`config.mk`:
```
export PLATFORM = sky130hd
export DESIGN_NAME = sort_ctrl
export DESIGN_NICKNAME = d
export VERILOG_FILES = /design/src/rtl/sort_pkg.sv /design/src/rtl/sort_cas_mux.sv /design/src/rtl/sort_ctrl.sv
export SDC_FILE = /design/constraint.sdc
export NUM_CORES = 1
export LEC_CHECK = 0
export CORE_MARGIN = 2
export CORE_UTILIZATION = 40
export DETAILED_ROUTE_END_ITERATION = 7
export GPL_ROUTABILITY_DRIVEN = 0
export HOLD_SLACK_MARGIN = 0.1
export PLACE_DENSITY_LB_ADDON = 0.2
export SYNTH_ARGS = -nofsm -noshare
export SYNTH_HDL_FRONTEND = slang
export SYNTH_HIERARCHICAL = 1
export SYNTH_SLANG_ARGS = --single-unit
```
`constraint.sdc`:
```
create_clock -name clk -period 2.35 [get_ports clk]
set_clock_uncertainty 0.15 [all_clocks]
set_input_delay 0.47 -clock clk [delete_from_list [all_inputs] [get_ports clk]]
set_output_delay 0.47 -clock clk [all_outputs]
set_load 0.05 [all_outputs]
```
`src/rtl/sort_pkg.sv`:
```
// -----------------------------------------------------------------------------
// sort_pkg: shared types and helpers for the 4-entry bubble-sort controller.
//   - state_e        : controller states IDLE/CMP/SWAP/DONE
//   - ALU_SUB/ALU_NOP: opcodes driven on the shared ALU
//   - pair_idx()     : compare step -> lower index p of the pair (R[p], R[p+1])
//   - is_pass_end()  : compare step -> 1 when the step closes a bubble pass
// -----------------------------------------------------------------------------
package sort_pkg;

    localparam logic [2:0] ALU_SUB = 3'b001;
    localparam logic [2:0] ALU_NOP = 3'b000;

    typedef enum logic [1:0] {
        IDLE = 2'd0,
        CMP  = 2'd1,
        SWAP = 2'd2,
        DONE = 2'd3
    } state_e;

    // Three passes of shrinking length: pairs 0,1,2 then 0,1 then 0.
    function automatic logic [1:0] pair_idx(input logic [2:0] step);
        logic [1:0] p;
        case (step)
            3'd0:    p = 2'd0;
            3'd1:    p = 2'd1;
            3'd2:    p = 2'd2;
            3'd3:    p = 2'd0;
            3'd4:    p = 2'd1;
            3'd5:    p = 2'd0;
            default: p = 2'd0;
        endcase
        return p;
    endfunction

    function automatic logic is_pass_end(input logic [2:0] step);
        return (step == 3'd2) || (step == 3'd4) || (step == 3'd5);
    endfunction

endpackage

```
`src/rtl/sort_cas_mux.sv`:
```
// -----------------------------------------------------------------------------
// sort_cas_mux: compare-and-swap operand path for the 4-entry sorter.
// Selects the pair (R[p], R[p+1]) for the ALU and presents the register file
// with that pair exchanged, ready to be written back on a SWAP.
// Ports:
//   r0_i..r3_i  in  N  current register contents
//   p_i         in  2  lower pair index (0..2)
//   a_o, b_o    out N  R[p], R[p+1]
//   w0_o..w3_o  out N  register contents with R[p] and R[p+1] exchanged
// -----------------------------------------------------------------------------
module sort_cas_mux #(
    parameter int N = 4
) (
    input  logic [N-1:0] r0_i,
    input  logic [N-1:0] r1_i,
    input  logic [N-1:0] r2_i,
    input  logic [N-1:0] r3_i,
    input  logic [1:0]   p_i,
    output logic [N-1:0] a_o,
    output logic [N-1:0] b_o,
    output logic [N-1:0] w0_o,
    output logic [N-1:0] w1_o,
    output logic [N-1:0] w2_o,
    output logic [N-1:0] w3_o
);

    // Operand select and exchanged write-back image for the selected pair.
    always_comb begin
        a_o  = r0_i;
        b_o  = r1_i;
        w0_o = r0_i;
        w1_o = r1_i;
        w2_o = r2_i;
        w3_o = r3_i;
        case (p_i)
            2'd0: begin
                a_o  = r0_i;
                b_o  = r1_i;
                w0_o = r1_i;
                w1_o = r0_i;
            end
            2'd1: begin
                a_o  = r1_i;
                b_o  = r2_i;
                w1_o = r2_i;
                w2_o = r1_i;
            end
            2'd2: begin
                a_o  = r2_i;
                b_o  = r3_i;
                w2_o = r3_i;
                w3_o = r2_i;
            end
            default: begin
                a_o = r0_i;
                b_o = r1_i;
            end
        endcase
    end

endmodule

```
`src/rtl/sort_ctrl.sv`:
```
// -----------------------------------------------------------------------------
// sort_ctrl: sequencing controller for a 4-entry, 3-pass bubble sort that does
// its compares on a shared external ALU (SUB request, borrow/zero flags back).
// Optional build macro SORT_EARLY_EXIT_EN: finish at a pass boundary when the
// pass just completed made no swap.
// Ports:
//   clk            in   system clock, rising edge
//   rst            in   synchronous active-low reset
//   start          in   begin sort (accepted in IDLE or DONE only)
//   x0..x3         in   N-bit unsigned operands, captured on the start edge
//   s0..s3         out  sorted result, s0 smallest, registered
//   done           out  level, high from completion until next start/reset
//   busy           out  high in CMP or SWAP
//   alu_a, alu_b   out  R[p], R[p+1] while busy, else 0
//   alu_op         out  ALU_SUB while busy, else 3'b000
//   alu_cf, alu_zf in   ALU borrow (a<b) and zero (a==b) flags
// -----------------------------------------------------------------------------
module sort_ctrl
    import sort_pkg::*;
#(
    parameter int         N       = 4,
    parameter logic [2:0] ALU_SUB = sort_pkg::ALU_SUB
) (
    input  logic         clk,
    input  logic         rst,
    input  logic         start,
    input  logic [N-1:0] x0,
    input  logic [N-1:0] x1,
    input  logic [N-1:0] x2,
    input  logic [N-1:0] x3,
    output logic [N-1:0] s0,
    output logic [N-1:0] s1,
    output logic [N-1:0] s2,
    output logic [N-1:0] s3,
    output logic         done,
    output logic         busy,
    output logic [N-1:0] alu_a,
    output logic [N-1:0] alu_b,
    output logic [2:0]   alu_op,
    input  logic         alu_cf,
    input  logic         alu_zf
);

    state_e               state_q, state_d;
    logic [3:0][N-1:0]    r_q, r_d;
    logic [3:0][N-1:0]    s_q, s_d;
    logic [2:0]           step_q, step_d;
    logic                 pass_swapped_q, pass_swapped_d;
    logic                 done_q, done_d;
    logic                 busy_q, busy_d;

    logic [N-1:0]         mux_a_s, mux_b_s;
    logic [N-1:0]         w0_s, w1_s, w2_s, w3_s;
    logic                 swap_req_s;
    logic                 pass_end_s;

    sort_cas_mux #(.N(N)) u_cas_mux (
        .r0_i (r_q[0]),
        .r1_i (r_q[1]),
        .r2_i (r_q[2]),
        .r3_i (r_q[3]),
        .p_i  (pair_idx(step_q)),
        .a_o  (mux_a_s),
        .b_o  (mux_b_s),
        .w0_o (w0_s),
        .w1_o (w1_s),
        .w2_o (w2_s),
        .w3_o (w3_s)
    );

    // Strictly greater only: equal operands stay in place, keeping the sort stable.
    assign swap_req_s = !alu_cf && !alu_zf;
    assign pass_end_s = is_pass_end(step_q);

    // Next-state, datapath update and result capture.
    always_comb begin
        state_d        = state_q;
        r_d            = r_q;
        s_d            = s_q;
        step_d         = step_q;
        pass_swapped_d = pass_swapped_q;
        done_d         = done_q;
        case (state_q)
            IDLE, DONE: begin
                if (start) begin
                    r_d            = {x3, x2, x1, x0};
                    step_d         = 3'd0;
                    pass_swapped_d = 1'b0;
                    done_d         = 1'b0;
                    state_d        = CMP;
                end else begin
                    state_d = state_q;
                end
            end
            CMP: begin
                if (swap_req_s) begin
                    state_d = SWAP;
                end else if (step_q == 3'd5) begin
                    state_d = DONE;
`ifdef SORT_EARLY_EXIT_EN
                end else if (pass_end_s && !pass_swapped_q) begin
                    state_d = DONE;
`endif
                end else begin
                    step_d  = step_q + 3'd1;
                    state_d = CMP;
                    if (pass_end_s) begin
                        pass_swapped_d = 1'b0;
                    end else begin
                        pass_swapped_d = pass_swapped_q;
                    end
                end
            end
            SWAP: begin
                r_d            = {w3_s, w2_s, w1_s, w0_s};
                pass_swapped_d = 1'b1;
                if (step_q == 3'd5) begin
                    state_d = DONE;
                end else begin
                    step_d  = step_q + 3'd1;
                    state_d = CMP;
                    // Crossing into the next pass starts a fresh swap record.
                    if (pass_end_s) begin
                        pass_swapped_d = 1'b0;
                    end else begin
                        pass_swapped_d = 1'b1;
                    end
                end
            end
            default: begin
                state_d = IDLE;
            end
        endcase

        // Result and done are published on the same edge that enters DONE,
        // using the post-swap register image when the last step was a SWAP.
        if ((state_d == DONE) && (state_q != DONE)) begin
            s_d    = r_d;
            done_d = 1'b1;
        end else begin
            s_d = s_d;
        end

        busy_d = (state_d == CMP) || (state_d == SWAP);
    end

    // State and datapath registers with synchronous active-low reset.
    always_ff @(posedge clk) begin
        if (!rst) begin
            state_q        <= IDLE;
            r_q            <= '0;
            s_q            <= '0;
            step_q         <= 3'd0;
            pass_swapped_q <= 1'b0;
            done_q         <= 1'b0;
            busy_q         <= 1'b0;
        end else begin
            state_q        <= state_d;
            r_q            <= r_d;
            s_q            <= s_d;
            step_q         <= step_d;
            pass_swapped_q <= pass_swapped_d;
            done_q         <= done_d;
            busy_q         <= busy_d;
        end
    end

    assign s0     = s_q[0];
    assign s1     = s_q[1];
    assign s2     = s_q[2];
    assign s3     = s_q[3];
    assign done   = done_q;
    assign busy   = busy_q;
    // The ALU is shared: drive it only while this controller owns it.
    assign alu_a  = busy_q ? mux_a_s : {N{1'b0}};
    assign alu_b  = busy_q ? mux_b_s : {N{1'b0}};
    assign alu_op = busy_q ? ALU_SUB : ALU_NOP;

endmodule

```
; ---- After elaboration in Yosys (flattened, before gate mapping)
; Index checks and enable logic that the tools add are counted.
[op_classes]
reduce_logical = 13
eq_ne = 15
addsub = 1
n_mux = 23
[ops]
columns = op, n
row1 = $pmux 16 s2, 1
row2 = $pmux 4 s2, 4
row3 = $mux 16, 1
row4 = $mux 4, 4
row5 = $eq 2x2->1 const B, 5
row6 = $mux 3, 3
row7 = $pmux 3 s3, 1
row8 = $eq 2x1->1 const B, 3
row9 = $eq 3x3->1 const B, 2
row10 = $mux 2, 3
row11 = $ne 2x2->1 const B, 3
row12 = $pmux 2 s3, 1
row13 = $logic_not 2->1, 2
row14 = $mux 1, 4
row15 = $pmux 2 s2, 1
row16 = $reduce_and 2->1, 2
row17 = $reduce_bool 2->1, 2
row18 = $reduce_or 2->1, 2
row19 = $add 3x1->3 const B, 1
row20 = $eq 3x1->1 const B, 1
row21 = $eq 3x2->1 const B, 1
row22 = $logic_and 1x1->1, 2
row23 = $logic_not 1->1, 2
row24 = $logic_or 1x1->1, 1
[totals]
regBits = 39
elab_cells = 64
input_bits = 21
out_inout_bits = 29

; ---- Longest topological paths before layout
; Gate-level depths: netlist of the first run.
[logic_depth]
ltp_word = 8
ltp_mapped = 12
depth_no_buf = 10

; ---- Cells and area by module
; Netlist of the first run, hierarchy kept.
[by_module_without_submodules]
columns = module, n_inst, area_each_um2, cells_each
row1 = sort_ctrl, 1, 1741.7, 196
row2 = sort_cas_mux, 1, 510.5, 75

; ---- Least setup slack after synthesis of the first run
; No wires, ideal clock.
[synth_path]
kind = reg2out
from = register step_q[0]
to = output port alu_a[0]
path_slack_ns = -0.315
arrival_ns = 2.045
path_buffers = 2
path_stages_with_launch = 11
required_time_ns = 1.730
path_cell_list = dfxtp_1 -> inv_1 -> ha_1 -> mux2_1 -> inv_1 -> ha_1 -> buf_6 -> buf_8 -> a22oi_1 -> a21oi_1 -> and2_1
[synth_between]
elab_chain_cells = 6
word_cells_on_any_way = 9
[synth_rtl]
columns = element, line_no
row1 = from (decl), sort_ctrl.sv:47  ; logic [2:0] step_q, step_d;
row2 = from (signal assigned), sort_ctrl.sv:161  ; step_q <= step_d;
row3 = $eq 3x3->1 / $eq 3x1->1 (equally long branches), sort_pkg.sv:23  ; case (step)
row4 = $reduce_or 2->1 (no line), --
row5 = $pmux 2 s2 (*), sort_pkg.sv:23
row6 = $eq 2x2->1 / $eq 2x1->1 (equally long branches), sort_cas_mux.sv:35  ; case (p_i)
row7 = $pmux 4 s2 (*), sort_cas_mux.sv:35
row8 = named net mux_a_s[0], sort_ctrl.sv:52  ; logic [N-1:0] mux_a_s, mux_b_s;
row9 = $mux 4 (*), sort_ctrl.sv:175  ; assign alu_a = busy_q ? mux_a_s : {N{1'b0}};
row10 = to (decl), sort_ctrl.sv:37  ; output logic [N-1:0] alu_a,
; The timed path passes the listed nets; every way through them passes the cells marked *.

; ---- Worst setup path after layout of the first run
[layout_path]
from = register step_q[0]
to = output port alu_a[1]
; The elaborated chain is that of the path after synthesis.

==> results by group, run 1 <==
Logic synthesis
  – Mapped cell area: 2250 µm²
  – #FFs+latches synth: 39
  – Syn. warnings: 6
  – Syn Area/Cell: 8.31 µm²
  – Fraction of the mapped netlist area in adder cells: 0.0667
  – Fraction of synthesized area in multiplexers: 0.0450
  – Fraction of synthesized cell area in xor and xnor cells: 0
  – Number of synthesized flops with an enable pin: 0
  – Synth Area in Simple Gates: 0.121
  – Synth top cells by count: 39 x dfxtp_1, 35 x o21ai_0, 34 x a21oi_1
  – Largest family of logic cells by synthesized area: compound AO/OA/AOI/OAI gates
  – Post-synthesis compound-gate area fraction: 0.330
  – Sequential-to-total area share from yosys stat: 0.347
  – Main synth FF type: dfxtp_1
  – Top-count cell post-synth: dfxtp_1
  – Synth cell types: 37
  – Ys async rst share: 0
  – Synth area leaders: dfxtp_1 35%, a22oi_1 9.3%, o21ai_0 7.8%
  – Leading area contributor after synthesis: dfxtp_1
  – Area share of the largest cell type after synthesis: 0.347
  – Synth Instances: 271

Global routing
  – Vias in the first global route: between 2,000 and 2,500
  – First-pass GRT wire length: 11,600 µm
  – Largest net degree at the start of global routing: 25
  – All-Layer GR Usage: 0.235
  – Initial antenna violation count: 0
  – Overflow left after global routing: 0

Layout
  – Area grow syn2layout: 74.5%
  – Antenna cells: 0
  – Layout cells sized above 1: 0.485
  – Number of fillers in the final layout: 378
  – Multi-input gate area: 1690 µm²
  – Fin nets: 393
  – Reg area: 788 µm²

Place
  – Worst slack at placement: -0.316 ns
  – PortBufs: 47
  – Post-DP HPWL: about 4300 µm

STA
  – Fin crit share: 1.21
  – RSZ-0062 raised after global routing: yes
  – Final setup vio count: 25
  – Tightest Pin Transition: 0.502 ns
  – Max Clock Freq: roughly 0.35 GHz
  – Fin. Hold Viols: 0
  – Slew Viols, Final: 0
  – Final WS setup: -0.486 ns
  – Slew Limit Headroom: 0.664
  – Period minus WS final: around 2.8 ns
  – WHS: roughly 0.36 ns

Floorplanning
  – # rows: 27
  – DIE HEIGHT: a little under 80 µm
  – Starting density of the core: 0.412
  – Core area: 5470 µm²
  – DIE WIDTH: 79.0 µm
  – Io pins: 50
  – Die area: approximately 6200 µm²

Route
  – DRT iter0 DRCs: between 200 and 250
  – DRC violations left: 0
  – Pre-Repair DR Iteration Count: 5
  – Routed wire per std cell: 19.9 µm
  – Antenna Nets Post-Route: 0
  – Vias: around 2,600
  – Vias/cell: between 6 and 7
  – DRT Wirelength: 8610 µm

Power and ir drop
  – Peak supply drop: 299 µV
  – Leakage power total: roughly 1.4 nW
  – Cell area power density: 570 nW/µm²

Clock tree
  – Htree depth: 2
  – Max Root-Sink Buffers: 2
  – Num CTS Buffers: 5
  – Worst-Skew Late Latency: 0.29 ns
  – Clk root buf: clkbuf_8
  – Sink Count: 39
  – CTS Hold Bufs: 0
  – CTS tree: done
  – Worst-path clk slew: around 0.080 ns

Run status
  – Failing checks: setup timing
  – Status: complete, but fails checks

Critical path
  – Crit path DAT: 2.22 ns
  – Worst-path maximum fanout: 12
  – Crit Path Category: reg -> out
  – Startpoint class of the critical path: flip-flop
  – Crit path capture type: output port
  – Req. time, crit path: 1.73 ns

Worst hold path
  – Hold Path Class: reg -> reg

Run
  – Max-cap violations: 0
==> per-layer routing <==
layer | up-vias | wire [µm] | part of all wire | GRT usage
met4 | 0 | 378 | 0.044 | 0.131
met1 | 1246 | 3370 | 0.39 | 0.309
met5 | - | 0 | 0 | 0
met3 | 37 | 650 | 0.076 | 0.0364
li1 | 1169 | - | - | -
met2 | 188 | 4210 | 0.49 | 0.368
==> state kept, by name, indices dropped and copies added, names as in the netlist <==
name     count
busy         1
done         1
r_q         16
s0           4
s1           4
s2           4
s3           4
state_q      2
step_q       3
==> worst paths after layout <==
check,start,end,slack [ns],cells after the start
setup / recovery,step_q[0],alu_a[1],-0.49,9
hold / removal,done,done,0.36,2
setup reg to reg,step_q[0],s3[3],-0.23,14
hold reg to reg,done,done,0.36,2
==> cell usage in the layout, fill, tap and decap left out, drive strengths merged, types with 2 or more instances in the layout <==
master / synthesis / layout
a21oi: 35 / 35
a22oi: 28 / 28
a31oi: 18 / 18
and2: 9 / 9
buf: 14 / 68
bufinv: 0 / 2
clkbuf: 12 / 7
clkdlybuf4s50: 0 / 35
conb: 1 / 2
dfxtp: 39 / 39
dlymetal6s2s: 0 / 2
ha: 12 / 12
inv: 8 / 8
mux2: 9 / 9
nand2: 9 / 9
nand2b: 2 / 2
nor2: 15 / 15
nor2b: 4 / 4
nor3: 6 / 6
o21a: 2 / 2
o21ai: 37 / 37
or3: 2 / 2
==> cell families (layout without fill, tap and decap cells) <==
group	Yosys count	in the layout
flops	39	39
fa+ha+maj	12	12
buf+inv	34	123
other cells	1	2
mux	9	9
simple gates	51	51
compound gates	125	125
==> report_power, final <==
| group | total, mW | internal [mW] | switching (mW) |
|---|---|---|---|
| sequential | 0.741 | 0.690 | 0.0514 |
| clock | 0.678 | 0.424 | 0.254 |
| combinational | 0.821 | 0.392 | 0.429 |
==> layout make-up <==
type / count / share of cell area
multi-input cells: 199 / 0.431
repair buffers: 107 / 0.301
flip-flops and latches: 39 / 0.201
well taps: 72 / 0.0229
clock buffers: 5 / 0.0175
clock inverters: 3 / 0.0172
inverters: 8 / 0.00955
==> critical path: stages (launching register included) <==
cell and delay [ns]:
dfxtp_4 0.39, inv_4 0.05, ha_4 0.15, mux2_4 0.27, buf_4 0.15, ha_4 0.21, a22oi_1 0.27, a21oi_2 0.11
and2_4 0.18, buf_12 0.14
==> timing repair <==
action | 4_1_cts | 5_1_grt
pin swaps | 11 | 39
setup endpoints to repair | 30 | 40
gates cloned | 3 | 3
gates resized for setup | 47 | 72
setup buffers | 16 | 11
==> metrics by stage <==
stage          TNS [ns]  utilization  cells  total power, mW  area [µm²]
6_report          -4.96        0.718    433             2.24        3930
5_1_grt           -6.56        0.718    433             2.32        3930
4_1_cts           -6.03        0.648    422             2.08        3550
3_5_place_dp      -7.15        0.554    395             1.28        3030
3_3_place_gp      -5.67        0.554    395             1.28        3030
2_1_floorplan         0            -    272             1.09        2300
Note: power is estimated with default switching activity, not from simulation.
==> inputs of run 2 (changes only) <==
==> constraint.sdc (replaced) <==
create_clock -name clk -period 3.4 [get_ports clk]
set_clock_uncertainty 0.15 [all_clocks]
set_input_delay 0.68 -clock clk [delete_from_list [all_inputs] [get_ports clk]]
set_output_delay 0.68 -clock clk [all_outputs]
set_load 0.05 [all_outputs]
==> run 2 against run 1 <==
Against the previous run: sequential power fell by 32%; clock-buffer cell count rose by 2; setup slack improved by 0.65 ns; highest routed layer unchanged; the run now ends clean; first-iteration DRC count fell by 13%; largest cell class unchanged; final cell count fell by 12%; total power fell by 49%; critical path type unchanged.
==> results by group, run 2 (same netlist as run 1, synthesis figures left out) <==
Clock tree
  – Num CTS Buffers: 5 (unchanged)
  – Clk root buf: clkbuf_8
  – Sink Count: 39 (unchanged)
  – CTS tree: done
  – Worst-path clk slew: 0.07 ns (about the same)
  – Max Root-Sink Buffers: 2 (unchanged)
  – Worst-Skew Late Latency: 0.29 ns (about the same)
  – Htree depth: 2 (unchanged)
  – CTS Hold Bufs: 0 (unchanged)
  – Setup Fix Bufs, Post-CTS: 0 (-16)

Critical path
  – Cell seen most often among critical-path stages: ha_1
  – Worst-path maximum fanout: 16 (+4)
  – CP max-delay cell: dfxtp_1
  – Crit path DAT: 2.41 ns (+0.19 ns)
  – Flop2flop setup slack: 0.80 ns (+1.03 ns)
  – Crit Path Category: reg -> out
  – CP startpoint: step_q[1]
  – Crit path capture type: output port
  – CP max stage delay: 0.38 ns (about the same)
  – Req. time, crit path: 2.57 ns (+0.84 ns)
  – Crit path max-delay family: buffers and inverters
  – Startpoint class of the critical path: flip-flop
  – Crit-path cells: inv_1 > ha_1 > mux2_1 > inv_2 > ha_1 > buf_6 > a22oi_1 > a21oi_1 > and2_1 > buf_12
  – CP bufs+invs: 4 (+1)
  – Crit Reg-Reg Startpoint: state_q[0]

Layout
  – Reg area: 782 µm² (-0.79%)
  – Number of fillers in the final layout: 524 (+39%)
  – Most common cell after layout, fill and taps aside: clkdlybuf4s50_1
  – Multi-input gate area: 1290 µm² (-24%)
  – Layout cells sized above 1: 0.123 (-0.361)
  – Max reg flops: 16 (unchanged)
  – Most frequent cells in the layout: 39 x clkdlybuf4s50_1, 38 x dfxtp_1, 35 x o21ai_0, 34 x a21oi_1, 28 x a22oi_1
  – Fin nets: 340 (-13%)
  – Area grow syn2layout: 28.0%
  – Largest Register: r_q
  – Antenna cells: 0 (unchanged)

STA
  – RSZ-0062 raised after global routing: no
  – Slew Viols, Final: 0 (unchanged)
  – Max Clock Freq: 0.309 GHz
  – Fin. Hold Viols: 0 (unchanged)
  – Slew Limit Headroom: 0.536 (-0.128)
  – Period minus WS final: 3.24 ns
  – Setup TNS: 0 ns (+4.96 ns)
  – Final setup vio count: 0 (-100%)
  – Fin crit share: 0.953
  – Tightest Pin Transition: 0.696 ns (+0.194 ns)

Run
  – Max-cap violations: 0 (unchanged)

Power and ir drop
  – Power, Total: 1.14 mW (-49%)
  – Cell area power density: 397 nW/µm² (-30%)
  – Peak supply drop: 144 µV (-52%)
  – Leakage power total: 1.01 nW (-29%)

Global routing
  – Overflow left after global routing: 0 (unchanged)
  – Initial antenna violation count: 0 (unchanged)
  – All-Layer GR Usage: 0.195 (-0.0405)
  – Vias in the first global route: 1,997 (-17%)
  – Largest net degree at the start of global routing: 25 (unchanged)
  – First-pass GRT wire length: 9620 µm (-17%)

Floorplanning
  – Starting density of the core: 0.412 (unchanged)
  – # rows: 27 (unchanged)
  – Io pins: 50 (unchanged)
  – DIE WIDTH: 79.0 µm (unchanged)
  – Die area: 6250 µm² (unchanged)
  – DIE HEIGHT: 79.0 µm (unchanged)
  – Core area: 5470 µm² (unchanged)

Route
  – Pre-Repair DR Iteration Count: 5 (unchanged)
  – Routed wire per std cell: 15.5 µm (-22%)
  – DRC violations left: 0 (unchanged)
  – DRT iter0 DRCs: 201 (-13%)
  – Vias: 2,119 (-20%)
  – DRT Wirelength: 5870 µm (-32%)
  – Antenna Nets Post-Route: 0 (unchanged)
  – Vias/cell: 5.58 (-8.5%)

Worst hold path
  – Hold Path Class: reg -> reg
  – Worst Hold Launch: done

Run status
  – Status: finished clean

Place
  – Post-DP HPWL: 3950 µm (-8.3%)
  – PortBufs: 47 (unchanged)
-- run 2: changes by cell type in the layout (fill, tap and decap cells not counted), sizes merged --
cell	delta
buf	-53
clkdlybuf4s50	+4
bufinv	-2
dlymetal6s2s	-2
clkinv	+1
clkinvlp	-1
-- run 2: final timing paths --
| path | to | cells after the start |
|---|---|---|
| max reg2reg | s2[1] | 10 |
| min reg2reg | done | 2 |
| max | alu_a[3] | 10 |
| min | done | 2 |
-- run 2: worst min-delay path, delay by kind of cell (launching register included) --
kind,cells,cell delay (ns)
flip-flops,1,0.32
AND/OR/NAND/NOR,1,0.07
AO/OA/AOI/OAI,1,0.06
-- run 2: power by group --
part	switching [mW]	internal, mW
logic	0.196	0.141
clock network	0.161	0.144
registers	0.0251	0.476
total	0.382	0.761
-- run 2: cell type report --
cell class                      count  area share
Inverter                            8      0.0104
Tap cell                           72      0.0313
Timing Repair Buffer               54       0.211
Clock inverter                      1     0.00174
Sequential cell                    39       0.271
Clock buffer                        7      0.0265
Multi-Input combinational cell    199       0.448
-- run 2: stage by stage --
step,instances,worst slack (ns),hold WS [ns],utilization,cell area (µm²)
2_1_floorplan,272,0.525,0.352,-,2260
3_3_place_gp,372,0.311,0.323,0.508,2780
3_5_place_dp,372,0.264,0.330,0.508,2780
4_1_cts,380,0.0668,0.347,0.524,2870
5_1_grt,380,0.00628,0.407,0.527,2880
6_report,380,0.161,0.336,0.527,2880
-- run 2: repair_timing --
item	4_1_cts	5_1_grt
gates cloned	0	0
pin swaps	0	0
endpoints found under the setup margin	8	8
resized for setup	1	5
-- run 2: layer usage --
| layer | part of all wire | global-route usage | vias to the layer above |
|---|---|---|---|
| li1 | - | - | 1061 |
| met1 | 0.48 | 0.267 | 992 |
| met2 | 0.46 | 0.290 | 59 |
| met3 | 0.051 | 0.0386 | 7 |
| met4 | 0.012 | 0.0983 | 0 |
| met5 | 0 | 0 | - |
==> inputs of run 3 (changes only) <==
--- a/config.mk
+++ b/config.mk
@@ -5,6 +5,8 @@
 export SDC_FILE = /design/constraint.sdc
 export NUM_CORES = 1
 export LEC_CHECK = 0
+export CELL_PAD_IN_SITES_DETAIL_PLACEMENT = 1
+export CELL_PAD_IN_SITES_GLOBAL_PLACEMENT = 1
 export CORE_MARGIN = 2
 export CORE_UTILIZATION = 40
 export DETAILED_ROUTE_END_ITERATION = 7
==> run 3 against run 2 <==
Against the previous run: total power increased by 4.6%; wire length increased by 14%; setup slack improved by 0.013 ns; sequential power about the same; cell area rose by 0.74%; register-to-register slack about the same; first-iteration DRC count shrank 37%; hold slack improved by 0.030 ns; sequential share of layout area is 0.20 points lower; fmax increased by 0.41%; largest cell class unchanged; largest power group unchanged.
==> results by group, run 3 (same netlist as run 1, synthesis figures left out) <==
Run status
  – Status: finished clean

Clock tree
  – Htree depth: 2 (unchanged)
  – Setup Fix Bufs, Post-CTS: 0 (unchanged)
  – Max Root-Sink Buffers: 2 (unchanged)
  – Sink Count: 39 (unchanged)
  – Post-cts gate resize count: 1 (unchanged)
  – Num CTS Buffers: 5 (unchanged)
  – Worst-path clk slew: 0.08 ns (about the same)
  – CTS tree: done
  – CTS Hold Bufs: 0 (unchanged)
  – Clk root buf: clkbuf_8
  – Worst-Skew Late Latency: 0.29 ns (about the same)

Place
  – Placed cell count: 372 (unchanged)
  – PortBufs: 47 (unchanged)
  – Post-DP HPWL: 4710 µm (+19%)
  – Worst slack at placement: 0.227 ns (-0.0369 ns)
  – DP Area: 2780 µm² (unchanged)

Route
  – Antenna Nets Post-Route: 0 (unchanged)
  – DRC violations left: 0 (unchanged)
  – Routed wire per std cell: 17.7 µm (+14%)
  – Vias/cell: 5.73 (+2.8%)
  – DRT Wirelength: 6720 µm (+14%)
  – DRT iter0 DRCs: 126 (-37%)
  – Vias: 2,178 (+2.8%)
  – Pre-Repair DR Iteration Count: 4 (-1)

Power and ir drop
  – Power, Total: 1.20 mW (+4.6%)
  – Clock share of power: 0.293 (+0.026)
  – Sw Pwr: 0.392 mW (+2.5%)
  – Comb pwr share: 0.287 (-0.008)
  – Leakage power total: 1.03 nW (+1.1%)
  – Cell area power density: 412 nW/µm² (+3.8%)
  – Reg power frac: 0.420 (-0.018)
  – Internal power: 0.804 mW (+5.6%)
  – Sw frac: 0.328 (-0.00667)
  – Peak supply drop: 191 µV (+33%)

STA
  – Tightest Pin Transition: 0.707 ns (+0.0103 ns)
  – Fin crit share: 0.949 (-0.00393)
  – Setup TNS: 0 ns (unchanged)
  – Max Clock Freq: 0.310 GHz (+0.41%)
  – RSZ-0062 raised after global routing: no
  – WHS: 0.366 ns (+0.0299 ns)
  – Slew Limit Headroom: 0.529 (-0.00684)
  – Period minus WS final: 3.23 ns (-0.0134 ns)
  – Final setup vio count: 0 (unchanged)
  – Fin. Hold Viols: 0 (unchanged)
  – Final WS setup: 0.174 ns (+0.0134 ns)
  – Slew Viols, Final: 0 (unchanged)

Layout
  – Largest Register: r_q
  – Layout Cells excl Fill: 380 (unchanged)
  – Fin util: 0.531 (+0.00389)
  – Antenna cells: 0 (unchanged)
  – Multi-input gate area: 1290 µm² (+0.19%)
  – Layout cells sized above 1: 0.130 (+0.00649)
  – Most common cell after layout, fill and taps aside: clkdlybuf4s50_1
  – Max reg flops: 16 (unchanged)
  – Number of fillers in the final layout: 671 (+28%)
  – Reg area: 782 µm² (unchanged)
  – Fin area: 2900 µm² (+0.74%)
  – Most frequent cells in the layout: 39 x clkdlybuf4s50_1, 38 x dfxtp_1, 35 x o21ai_0, 34 x a21oi_1, 28 x a22oi_1
  – Area grow syn2layout: 28.9%
  – Fin nets: 340 (unchanged)

Global routing
  – All-Layer GR Usage: 0.228 (+0.0334)
  – Largest net degree at the start of global routing: 25 (unchanged)
  – Initial antenna violation count: 0 (unchanged)
  – First-pass GRT wire length: 11,300 µm (+17%)
  – Overflow left after global routing: 0 (unchanged)
  – Vias in the first global route: 2,257 (+13%)

Floorplanning
  – # rows: 27 (unchanged)
  – Io pins: 50 (unchanged)
  – DIE HEIGHT: 79.0 µm (unchanged)
  – Starting density of the core: 0.412 (unchanged)
  – Core area: 5470 µm² (unchanged)
  – DIE WIDTH: 79.0 µm (unchanged)
  – Die area: 6250 µm² (unchanged)

Critical path
  – Crit path max-delay family: buffers and inverters
  – Crit path DAT: 2.40 ns (about the same)
  – Worst R2R Path Depth: 8 (-2)
  – Crit-path cells: inv_1 > ha_1 > mux2_1 > inv_2 > ha_1 > buf_6 > a22oi_1 > a21oi_1 > and2_4 > buf_12
  – Crit Path Category: reg -> out
  – Worst-path maximum fanout: 16 (unchanged)
  – Startpoint class of the critical path: flip-flop
  – CP max stage delay: 0.38 ns (about the same)
  – CP max-delay cell: dfxtp_1
  – Req. time, crit path: 2.57 ns (about the same)
  – Cell seen most often among critical-path stages: ha_1
  – Crit. path cell count: 10 (unchanged)
  – CP bufs+invs: 4 (unchanged)
  – Crit path capture type: output port

Worst hold path
  – Hold depth: 2 (unchanged)
  – Hold Path Class: reg -> reg

Run
  – Max-cap violations: 0 (unchanged)
run 3: cell count changes in the layout (fill, tap and decap cells not counted):
cell	before	now
clkbuf_8	5	7
clkbuf_1	2	1
and2_1	9	8
clkinv_2	1	0
and2_4	0	1
run 3: final cells by class:
cell class / instances / share of cell area
Multi-Input combinational cell: 199 / 0.446
Timing Repair Buffer: 54 / 0.209
Tap cell: 72 / 0.0310
Sequential cell: 39 / 0.269
Inverter: 8 / 0.0103
Clock buffer: 8 / 0.0345
run 3: worst register-to-register path, cell delays in order, from the launching register on:
cell and delay [ns]:
dfxtp_1 0.38, inv_1 0.10, ha_1 0.23, mux2_1 0.34
inv_2 0.11, ha_1 0.41, mux2_2 0.40, a22oi_1 0.23
a31oi_1 0.12
run 3: power by group through the flow:
stage	Clock (mW)	Sequential, mW	Combinational (mW)
global route	0.376	0.506	0.372
CTS	0.359	0.502	0.336
finish	0.351	0.503	0.343
detailed placement	0	0.513	0.333
floorplan	0	0.515	0.222
global placement	0	0.511	0.324
run 3: path summary, 6_finish.rpt:
kind                   from       end  slack (ns)
setup / recovery  step_q[1]  alu_b[2]        0.17
hold / removal         done      done        0.37
setup reg to reg  step_q[1]     s0[0]        0.81
hold reg to reg        done      done        0.37
run 3: layer usage:
layer  part of all wire  global-route usage  vias to the layer above
met5                  0                   0                        -
met2               0.47               0.371                       56
met4              0.011              0.0621                        0
met3              0.045              0.0420                        7
met1               0.47               0.310                     1053
li1                   -                   -                     1062
